===== config.mk =====
export PLATFORM = sky130hd
export DESIGN_NAME = mem_access_unit
export DESIGN_NICKNAME = d
export VERILOG_FILES = /design/src/rtl/mem_access_unit.sv
export SDC_FILE = /design/constraint.sdc
export NUM_CORES = 1
export LEC_CHECK = 0
export ABC_AREA = 1
export BUFFER_PORTS_ARGS = -buffer_cell sky130_fd_sc_hd__buf_2
export CORE_MARGIN = 2
export CORE_UTILIZATION = 35
export CTS_BUF_LIST = sky130_fd_sc_hd__clkbuf_4 sky130_fd_sc_hd__clkbuf_8 sky130_fd_sc_hd__clkbuf_16
export CTS_CLUSTER_SIZE = 8
export DETAILED_ROUTE_END_ITERATION = 10
export PLACE_DENSITY_LB_ADDON = 0.05
export SLEW_MARGIN = 20
export SYNTH_ARGS = -nofsm -noshare
export SYNTH_HDL_FRONTEND = slang
export SYNTH_SLANG_ARGS = --single-unit

===== constraint.sdc =====
create_clock -name clk -period 3.4 [get_ports clk]
set_input_delay 0.17 -clock clk [delete_from_list [all_inputs] [get_ports clk]]
set_output_delay 0.17 -clock clk [all_outputs]
set_load 0.01 [all_outputs]

===== src/rtl/mem_access_unit.sv =====
`default_nettype none
// ============================================================================
// Module   : mem_access_unit
// Purpose  : Sequences byte/halfword/word load/store requests into one byte
//            access per cycle on a byte-wide memory port and returns a response.
// Revision : 1.0
// ============================================================================
module mem_access_unit #(
    parameter int word_size = 8,
    parameter int len_log_2 = 16,
    parameter int mem_len   = 65000
) (
    input  logic                     clk,
    input  logic                     reset,
    input  logic                     req_valid,
    output logic                     req_ready,
    input  logic                     req_write,
    input  logic [1:0]               req_size,
    input  logic [len_log_2-1:0]     req_addr,
    input  logic [4*word_size-1:0]   req_wdata,
    output logic                     resp_valid,
    input  logic                     resp_ready,
    output logic [4*word_size-1:0]   resp_rdata,
    output logic                     resp_err,
    output logic [len_log_2-1:0]     mem_addr,
    output logic [word_size-1:0]     mem_wdata,
    output logic                     mem_we,
    input  logic [word_size-1:0]     mem_rdata
);

    localparam logic [1:0] IDLE = 2'd0;
    localparam logic [1:0] XFER = 2'd1;
    localparam logic [1:0] RESP = 2'd2;
    localparam int         DW   = 4 * word_size;

    logic [1:0]           state;
    logic                 lat_write;
    logic [1:0]           lat_size;
    logic [len_log_2-1:0] base;
    logic [DW-1:0]        wdata_q;
    logic [DW-1:0]        rdata_q;
    logic                 err_q;
    logic [1:0]           k;

    logic [1:0]           last_k;
    logic [len_log_2-1:0] beat_addr;
    logic                 beat_in_range;
    logic [word_size-1:0] beat_wbyte;

    always_comb begin
        case (lat_size)
            2'd0:    last_k = 2'd0;
            2'd1:    last_k = 2'd1;
            default: last_k = 2'd3;
        endcase
    end

    // Address arithmetic is modulo 2^len_log_2, so a transfer near the top wraps to 0.
    assign beat_addr     = base + len_log_2'(k);
    assign beat_in_range = (64'(beat_addr) < 64'(mem_len));

    always_comb begin
        case (k)
            2'd0:    beat_wbyte = wdata_q[word_size-1:0];
            2'd1:    beat_wbyte = wdata_q[2*word_size-1:word_size];
            2'd2:    beat_wbyte = wdata_q[3*word_size-1:2*word_size];
            default: beat_wbyte = wdata_q[4*word_size-1:3*word_size];
        endcase
    end

    // Write enable is gated by reset so a beat coinciding with reset never lands.
    assign mem_addr   = (state == XFER) ? beat_addr : base;
    assign mem_wdata  = (state == XFER) ? beat_wbyte : wdata_q[word_size-1:0];
    assign mem_we     = (state == XFER) && lat_write && beat_in_range && reset;
    assign req_ready  = (state == IDLE);
    assign resp_valid = (state == RESP);
    assign resp_rdata = rdata_q;
    assign resp_err   = err_q;

    always_ff @(posedge clk) begin
        if (!reset) begin
            state     <= IDLE;
            lat_write <= 1'b0;
            lat_size  <= 2'd0;
            base      <= '0;
            wdata_q   <= '0;
            rdata_q   <= '0;
            err_q     <= 1'b0;
            k         <= 2'd0;
        end else begin
            case (state)
                IDLE: begin
                    if (req_valid) begin
                        lat_write <= req_write;
                        lat_size  <= req_size;
                        base      <= req_addr;
                        wdata_q   <= req_wdata;
                        rdata_q   <= '0;
                        err_q     <= 1'b0;
                        k         <= 2'd0;
                        state     <= XFER;
                    end
                end
                XFER: begin
                    if (!beat_in_range) begin
                        err_q <= 1'b1;
                    end else if (!lat_write) begin
                        for (int b = 0; b < 4; b++) begin
                            if (k == 2'(b)) begin
                                rdata_q[b*word_size +: word_size] <= mem_rdata;
                            end
                        end
                    end
                    if (k == last_k) begin
                        state <= RESP;
                    end else begin
                        k <= k + 2'd1;
                    end
                end
                RESP: begin
                    if (resp_ready) begin
                        state <= IDLE;
                    end
                end
                default: state <= IDLE;
            endcase
        end
    end

endmodule
`default_nettype wire


==> results of run 1 <==
## logic make-up (layout without fill, tap and decap cells)
group,count (synthesis),after routing,share of synthesized area [%]
AO/OA/AOI/OAI,125,125,15.41
AND/OR/NAND/NOR,335,335,32.51
adder cells (fa/ha/maj),7,7,2.226
XOR/XNOR,7,7,1.435
flip-flops,88,88,41.24
buffers and inverters,68,174,7.176
## area by class of cell
type	count	area share, %
flip-flops and latches	88	33.47
multi-input cells	474	41.91
clock buffers	11	4.564
inverters	28	1.997
well taps	147	3.494
clock inverters	3	1.307
repair buffers	132	13.26
## state kept, by name (all words and copies together), names as in the netlist
name and flops:
state 2, wdata_q 32, k 2, resp_rdata 32, resp_err 1, lat_size 2, lat_write 1, base 16
## through the flow
stage | hold slack (ns) | utilization, % | std cells | setup WS [ns]
final | 0.07428 | 44.01 | 883 | 0.5927
after global placement | 0.4189 | 41.42 | 869 | 0.8503
after floorplan | 0.3367 | - | 630 | 1.059
after CTS | 0.06263 | 44.01 | 883 | 0.5724
after detailed placement | 0.4240 | 41.42 | 869 | 0.7661
after global routing | 0.06097 | 44.01 | 883 | 0.3589
## routing by layer
metal  vias up  global-route usage [%]
met4         0                   4.878
met1      1978                   25.49
met2       102                   29.66
li1       2262                       -
met5         -                       0
met3         9                   5.453
## power groups by stage
stage / registers [µW] / clock network, µW / logic, µW
after floorplan: 1340 / 0 / 588
after global placement: 1330 / 0 / 924
after detailed placement: 1330 / 0 / 936
after CTS: 1310 / 1080 / 937
after global routing: 1330 / 1120 / 1070
final: 1310 / 1050 / 929
## cells in the final DEF (no fill, tap or decap)
master / synthesis / layout
xor2_1: 5 / 5
nand4_2: 1 / 1
a211oi_1: 1 / 1
nor2_2: 3 / 4
buf_4: 0 / 9
nand2_1: 113 / 113
buf_2: 5 / 122
nand3b_1: 1 / 1
clkbuf_16: 0 / 9
ha_1: 6 / 6
nand2_2: 2 / 2
clkbuf_4: 0 / 2
nor2_4: 2 / 2
bufinv_16: 0 / 2
nand4_1: 2 / 2
buf_12: 0 / 1
nand3_1: 68 / 68
dfxtp_1: 88 / 88
clkinv_1: 1 / 1
a21oi_1: 50 / 50
a22o_1: 8 / 8
xnor2_1: 2 / 2
nor3_1: 1 / 1
fa_1: 1 / 1
clkinv_4: 0 / 1
nor2_1: 142 / 141
inv_1: 27 / 27
o21ai_0: 66 / 66
## critical path, stage by stage, from the launching register on
cell      delay [ns]
dfxtp_1         0.40
ha_1            0.25
inv_1           0.07
fa_1            0.44
nor2_4          0.23
nand3b_1        0.13
nand2_1         0.10
nand3_1         0.07
nor2_1          0.20
nand3_1         0.12
nand4_1         0.08
inv_1           0.07
buf_2           0.14
## worst paths after layout
check / startpoint / end / slack [ns]
max reg2reg: k[0] / resp_rdata[19] / 0.74
min reg2reg: resp_rdata[15] / resp_rdata[15] / 0.47
min: req_wdata[17] / wdata_q[17] / 0.07
max: k[0] / mem_we / 0.59
==> impl_metrics.yaml, run 1 <==
yosys:
  yosysMostFrequentCell: "nor2_1"
  ys_types: 25
  ys.flop_type: "dfxtp_1"
  yosys_warnings: 0
  seq_area_frac_synth_pct: 41.24
  synth_edf_count: 0
  postSynthAreaPerCell_um2: 6.780
  synth_seq_cells: 88
  synth_top_cells_by_count: "nor2_1, nand2_1, dfxtp_1, nand3_1, o21ai_0"
  async_flop_share_pct: 0
  synth.net_count: 700
  synth_top_cell_by_area: "dfxtp_1"
  synth.area.top_cells: "dfxtp_1, nor2_1, nand2_1, nand3_1, o21ai_0"
  synth_top_cell_area_share_pct: 41.24
  synthesis.area_mm2: 0.004272
  synth_cells: 630
power_and_ir_drop:
  p_seq_share_pct: 39.9
  ir_drop_mv: 0.3192
  p_sw_share_pct: 32.68
  power_uw: 3283
  p_per_area_mw_per_mm2: 623.8
  power_frac_clock_pct: 31.8
  p_leak_uw: 0.002486
  combPwrFrac_pct: 28.3
  power.switching_uw: 1073
  p_int_uw: 2210
floorplan:
  die_area_mm2: 0.01310
  initial_utilization_pct: 35.71
  core_area_mm2: 0.01196
  rows: 40
  ioPinCount: 123
  die_w_um: 114.5
  die_y_um: 114.5
hold_path:
  min_path_cells: 3
  hold_class: "primary input to flop"
setup_path:
  cp-end-kind: "output port"
  path_max_fanout: 6
  reg2reg_depth: 12
  arrival_ns: 2.64
  cp.required_ns: 3.23
  worstSetupPathType: "flop to output port"
  cp-start-kind: "flop"
finish:
  multiInputGateArea_mm2: 0.002206
  final_area_mm2: 0.005264
  drive_gt1_share_pct: 21.06
  areaGrowthSynthToFinish_pct: 23.23
  fillers: 1269
  num_antenna_cells: 0
  regArea_mm2: 0.001762
  num-nets-final: 803
cts:
  path_clk_slew_ns: 0.06
  root_buffer: "clkbuf_16"
  cts-buffers-inserted: 9
  ctsHoldBuffers: 0
  cts_tree: "built"
  insertion_delay_ns: 0.34
  max-clock-path-buffers: 2
  clkSinkCount: 88
  post_cts_buffers: 0
  post_cts_resize_count: 0
  htree_levels: 3
routing:
  dr_total_vias: 4351
  routed_wl_mm: 12.13
  maxUsedRoutingLayer: "met4"
  firstDrtPassIters: 4
  wl_met1_mm: 5.862
  drc_errors: 0
  wl_met3_um: 619
  vias_per_cell: 4.928
  avgRoutedWirePerCell_um: 13.73
  dr.first_iter.drc_count: 286
  wl_met2_mm: 5.547
  ant_nets: 0
sta:
  slew_violations: 0
  relSlewSlack_pct: 29.47
  fmax_ghz: 0.3562
  tightest_slew_ns: 1.054
  tns_ns: 0
  min_period_ns: 2.807
  layout_worst_path_cycle_share_pct: 82.57
  setup_viol: 0
  rsz0062_at_grt: "false"
  fin_skew_ns: 0.004494
  hold_violations: 0
global_routing:
  grt_pass1_vias: 3951
  grt_usage_pct: 18.89
  antenna_found_initial: 0
  grt_pass1_wl_mm: 19.43
  overflow: 0
  grt_max_degree: 66
run_status:
  status: "complete, no violations"
place:
  hpwl_mm: 8.532
  routabilityCongestion: 0.8695
  io_buffers: 122
  post_dp_cell_area_mm2: 0.004955
flow_run:
  cap_violations: 0
No activity file was read; power rests on OpenSTA's default activity.
==> run 2: changes to the inputs <==
Clock period 3.4 ns to 2.6 ns, I/O delays scaled along.
==> run 2 against run 1 <==
Effect of this change: worst hold slack worse by 0.038 ns; sequential share of layout area down 0.056 points; highest routed layer unchanged; via count down 0.14%; register-to-register slack worse by 0.50 ns; final area up 0.31%; clock-buffer cell count up 1; non-clock buffer count up 5; die area unchanged; largest cell class unchanged; routed wire length down 0.57%.
==> impl_metrics.yaml, run 2 (same netlist as run 1, synthesis figures left out) <==
run_status:
  status: "complete, no violations"
sta:
  setup_viol: 0
  worst_slack_ns: 0.1128
  fin_skew_ns: 0.007145
  slew_violations: 0
  fmax_ghz: 0.4021
  hold_violations: 0
  tns_ns: 0
  relSlewSlack_pct: 56.14
  layout_worst_path_cycle_share_pct: 95.66
  tightest_slew_ns: 0.6579
  min_period_ns: 2.487
  rsz0062_at_grt: "true"
setup_path:
  critical-path-slowest-cell: "fa_2"
  path_max_fanout: 6
  path_cells: "ha_2, inv_1, fa_2, nor2_4, nand3_2, nand2_1, nand2_1, inv_1, nand2_1, nor2_2, nand3_1, nand4_1, inv_1, buf_2"
  startpoint: "base[0]"
  worstSetupEndpoint: "mem_we"
  cp_num_cells: 14
  reg2reg_depth: 12
  path_buf_inv: 4
  cp-end-kind: "output port"
  critPathTopFamily: "simple AND/OR/NAND/NOR gates"
  cp-start-kind: "flop"
  cpPeakStageDelay_ns: 0.38
  worstSetupPathType: "flop to output port"
  rrSetupSlack_ns: 0.24
  r2r_end: "resp_rdata[10]"
  arrival_ns: 2.36
  timing.rr.start: "base[0]"
  cp.required_ns: 2.47
cts:
  post_cts_buffers: 0
  root_buffer: "clkbuf_16"
  ctsHoldBuffers: 0
  cts-buffers-inserted: 9
  cts_tree: "built"
  path_clk_slew_ns: 0.06
  htree_levels: 3
  insertion_delay_ns: 0.34
  clkSinkCount: 88
  max-clock-path-buffers: 2
routing:
  drc_errors: 0
  dr_total_vias: 4345
  routed_wl_mm: 12.06
  firstDrtPassIters: 5
  dr.first_iter.drc_count: 289
  vias_per_cell: 4.888
  avgRoutedWirePerCell_um: 13.56
  ant_nets: 0
finish:
  num-nets-final: 808
  areaGrowthSynthToFinish_pct: 23.61
  num_antenna_cells: 0
  final_util_pct: 44.14
  drive_gt1_share_pct: 22.91
  final_area_mm2: 0.005280
  fillers: 1285
  final_common_cell: "nor2_1"
  layout_common_cells: "nor2_1, buf_2, nand2_1, dfxtp_1, nand3_1"
power_and_ir_drop:
  power_uw: 4138
  ir_drop_mv: 0.2684
  p_per_area_mw_per_mm2: 783.7
  p_leak_uw: 0.002483
floorplan:
  rows: 40
  core_area_mm2: 0.01196
  die_w_um: 114.5
  ioPinCount: 123
  die_y_um: 114.5
  die_area_mm2: 0.01310
  initial_utilization_pct: 35.71
global_routing:
  met2_usage_pct: 28.88
  grt_max_degree: 66
  grt.busiest_layer: "met2"
  grt_use_met1_pct: 25.74
  grt_pass1_wl_mm: 19.07
  antenna_found_initial: 0
  use_met3_pct: 2.859
  grt_usage_pct: 18.41
  grt_pass1_vias: 3900
  overflow: 0
place:
  hpwl_mm: 8.550
  routabilityCongestion: 0.8537
  io_buffers: 122
  post_dp_cell_area_mm2: 0.004992
  place_ws_ns: 0.1083
hold_path:
  hold_class: "primary input to flop"
  min_from: "req_wdata[1]"
flow_run:
  cap_violations: 0
==> run 2: cell count changes in the layout (fill, tap and decap cells not counted), moves of 2 or more <==
| cell | change |
|---|---|
| bufinv_16 | -2 |
| nand2_1 | -2 |
| dfxtp_2 | +2 |
| clkinvlp_4 | +2 |
| nand2_2 | +2 |
| dfxtp_1 | -2 |
| buf_4 | +5 |
==> run 2: metrics by stage <==
| stage | hold WS (ns) | std cells |
|---|---|---|
| floorplan | 0.2967 | 630 |
| global placement | 0.3805 | 874 |
| finish | 0.03624 | 889 |
| CTS | 0.02706 | 889 |
| global route | 0.03376 | 889 |
| detailed placement | 0.3859 | 874 |
==> run 2: per-layer routing <==
| layer | vias up | part of all wire, % |
|---|---|---|
| met5 | - | 0 |
| met4 | 0 | 1.3 |
| met3 | 13 | 4.8 |
| met2 | 113 | 46 |
| met1 | 1956 | 48 |
| li1 | 2263 | - |
==> run 2: cell type report <==
type,instances,area [µm²],area share (%)
flip-flops and latches,88,1764,33.41
well taps,147,183.9,3.483
repair buffers,137,735.7,13.93
inverters,28,105.1,1.991
multi-input cells,474,2223,42.11
clock buffers,12,247.7,4.692
clock inverters,3,20.02,0.3791
==> run 2: report_power, final <==
group,switching [µW],leakage (µW),internal [µW]
combinational,751,0.00163,484
sequential,138,0.000729,1570
clock,524,0.000129,673
total,1410,0.00248,2730
==> run 2: worst min path at each step <==
stage	end	slack [ns]	depth (start not counted)
final	wdata_q[1]	0.04	3
after global routing	wdata_q[1]	0.03	3
after CTS	wdata_q[1]	0.03	3
after detailed placement	wdata_q[1]	0.39	3
after global placement	wdata_q[9]	0.38	3
after floorplan	base[0]	0.30	2
==> run 2: tightest hold or removal path, stage by stage <==
cell	delay (ns)
buf_2	0.07
o21ai_0	0.07
nor2_1	0.07
==> run 2: timing repair <==
| item | 4_1_cts | 5_1_grt |
|---|---|---|
| resized for setup | 2 | 8 |
| setup endpoints to repair | 1 | 33 |
| pin swaps | 1 | 0 |
==> run 3: changes to the inputs <==
Settings changed: MAX_ROUTING_LAYER from default to met4.
==> run 3 against run 2 <==
Effect of this change: combinational power about the same; maximum frequency about the same; power about the same; via count decreased by 0.28%; critical path depth unchanged; clock-buffer cell count unchanged; core utilization unchanged; flip-flop and latch count unchanged; largest cell class unchanged.
==> impl_metrics.yaml, run 3 (same netlist as run 1, synthesis figures left out) <==
floorplan:
  die_y_um: 114.5
  ioPinCount: 123
  initial_utilization_pct: 35.71
  core_area_mm2: 0.01196
  rows: 40
  die_area_mm2: 0.01310
  die_w_um: 114.5
setup_path:
  path_max_fanout: 6
  critical-path-slowest-cell: "fa_2"
  path_cells: "ha_2, inv_1, fa_2, nor2_4, nand3_2, nand2_1, nand2_1, inv_1, nand2_1, nor2_2, nand3_1, nand4_1, inv_1, buf_2"
  reg2reg_depth: 12
  cpPeakStageDelay_ns: 0.38
  arrival_ns: 2.36
  timing.rr.start: "base[0]"
  cp.required_ns: 2.47
  rrSetupSlack_ns: 0.23
  cp-start-kind: "flop"
  r2r_end: "resp_rdata[10]"
  worstSetupPathType: "flop to output port"
  cp-end-kind: "output port"
place:
  routabilityCongestion: 0.8672
  post_dp_cell_area_mm2: 0.004992
  io_buffers: 122
  hpwl_mm: 8.550
  dpl.cell_count: 874
cts:
  path_clk_slew_ns: 0.06
  max-clock-path-buffers: 2
  cts_tree: "built"
  insertion_delay_ns: 0.34
  cts-buffers-inserted: 9
  clkSinkCount: 88
  root_buffer: "clkbuf_16"
  htree_levels: 3
routing:
  dr.first_iter.drc_count: 247
  avgRoutedWirePerCell_um: 13.56
  ant_nets: 0
  routed_wl_mm: 12.05
  firstDrtPassIters: 4
  drc_errors: 0
  vias_per_cell: 4.874
  dr_total_vias: 4333
global_routing:
  grt_pass1_vias: 3903
  overflow: 0
  grt_pass1_wl_mm: 19.07
  grt_max_degree: 66
  grt_usage_pct: 18.94
  antenna_found_initial: 0
finish:
  num-nets-final: 808
  fillers: 1285
  drive_gt1_share_pct: 22.91
  num_antenna_cells: 0
  final_area_mm2: 0.005280
  final_common_cell: "nor2_1"
  layout_common_cells: "nor2_1, buf_2, nand2_1, dfxtp_1, nand3_1"
  areaGrowthSynthToFinish_pct: 23.61
  finalNonFillerCells: 889
sta:
  relSlewSlack_pct: 56.11
  layout_worst_path_cycle_share_pct: 95.65
  setup_viol: 0
  tightest_slew_ns: 0.6583
  rsz0062_at_grt: "true"
  slew_violations: 0
  min_period_ns: 2.487
  whs_ns: 0.03631
  fmax_ghz: 0.4021
  hold_violations: 0
  fin_skew_ns: 0.007267
power_and_ir_drop:
  p_leak_uw: 0.002483
  p_per_area_mw_per_mm2: 783.8
  ir_drop_mv: 0.2685
hold_path:
  hold_class: "primary input to flop"
  min_path_cells: 3
  min_from: "req_wdata[1]"
  whs_endpoint: "wdata_q[1]"
flow_run:
  cap_violations: 0
run_status:
  status: "complete, no violations"
==> run 3: final cells by class <==
cell class	instances	area [µm²]	share of cell area, %
clock buffers	12	247.7	4.692
clock inverters	3	20.02	0.3791
inverters	28	105.1	1.991
multi-input cells	474	2223	42.11
flip-flops and latches	88	1764	33.41
well taps	147	183.9	3.483
repair buffers	137	735.7	13.93
==> run 3: how the worst max path moves through the flow <==
| stage | startpoint | end | slack [ns] | cells past startpoint |
|---|---|---|---|---|
| after global placement | base[0] | resp_rdata[14] | 0.16 | 12 |
| after CTS | base[0] | mem_we | 0.01 | 14 |
| after detailed placement | base[0] | resp_rdata[29] | 0.11 | 12 |
| after global routing | base[0] | mem_we | -0.04 | 14 |
| final | base[0] | mem_we | 0.11 | 14 |
| after floorplan | k[0] | resp_rdata[0] | 0.26 | 15 |
==> run 3: stage by stage <==
stage	setup slack (ns)	total power, µW	TNS (ns)	util [%]
final	0.1131	4139	0	44.14
after CTS	0.009512	4184	0	44.00
after global placement	0.1594	2963	0	41.74
after detailed placement	0.1083	2975	0	41.74
after global routing	-0.03856	4433	-0.03856	44.14
after floorplan	0.2591	2523	0	-
==> run 3: report_power, final <==
part	internal [µW]	switching [µW]
combinational	484	751
clock	673	524
sequential	1570	137
total	2730	1410
==> run 3: repair_timing <==
action,4_1_cts,5_1_grt
endpoints found under the setup margin,1,33
pin swaps,1,0
resized for setup,2,8
setup buffers,0,0
hold buffers,0,0
==> run 3: worst max-delay path: cells and delay by family, from the launching register on <==
family / cells / cell delay (ns)
simple gates: 8 / 0.83
buf+inv: 4 / 0.29
flops: 1 / 0.34
fa+ha+maj: 2 / 0.55
==> run 3: routing by layer <==
layer,up-vias,share of wire (%),track usage [%]
met2,109,45,28.95
met5,-,0,-
met3,13,4.4,2.700
li1,2264,-,-
met1,1947,49,25.74
met4,0,1.3,6.341
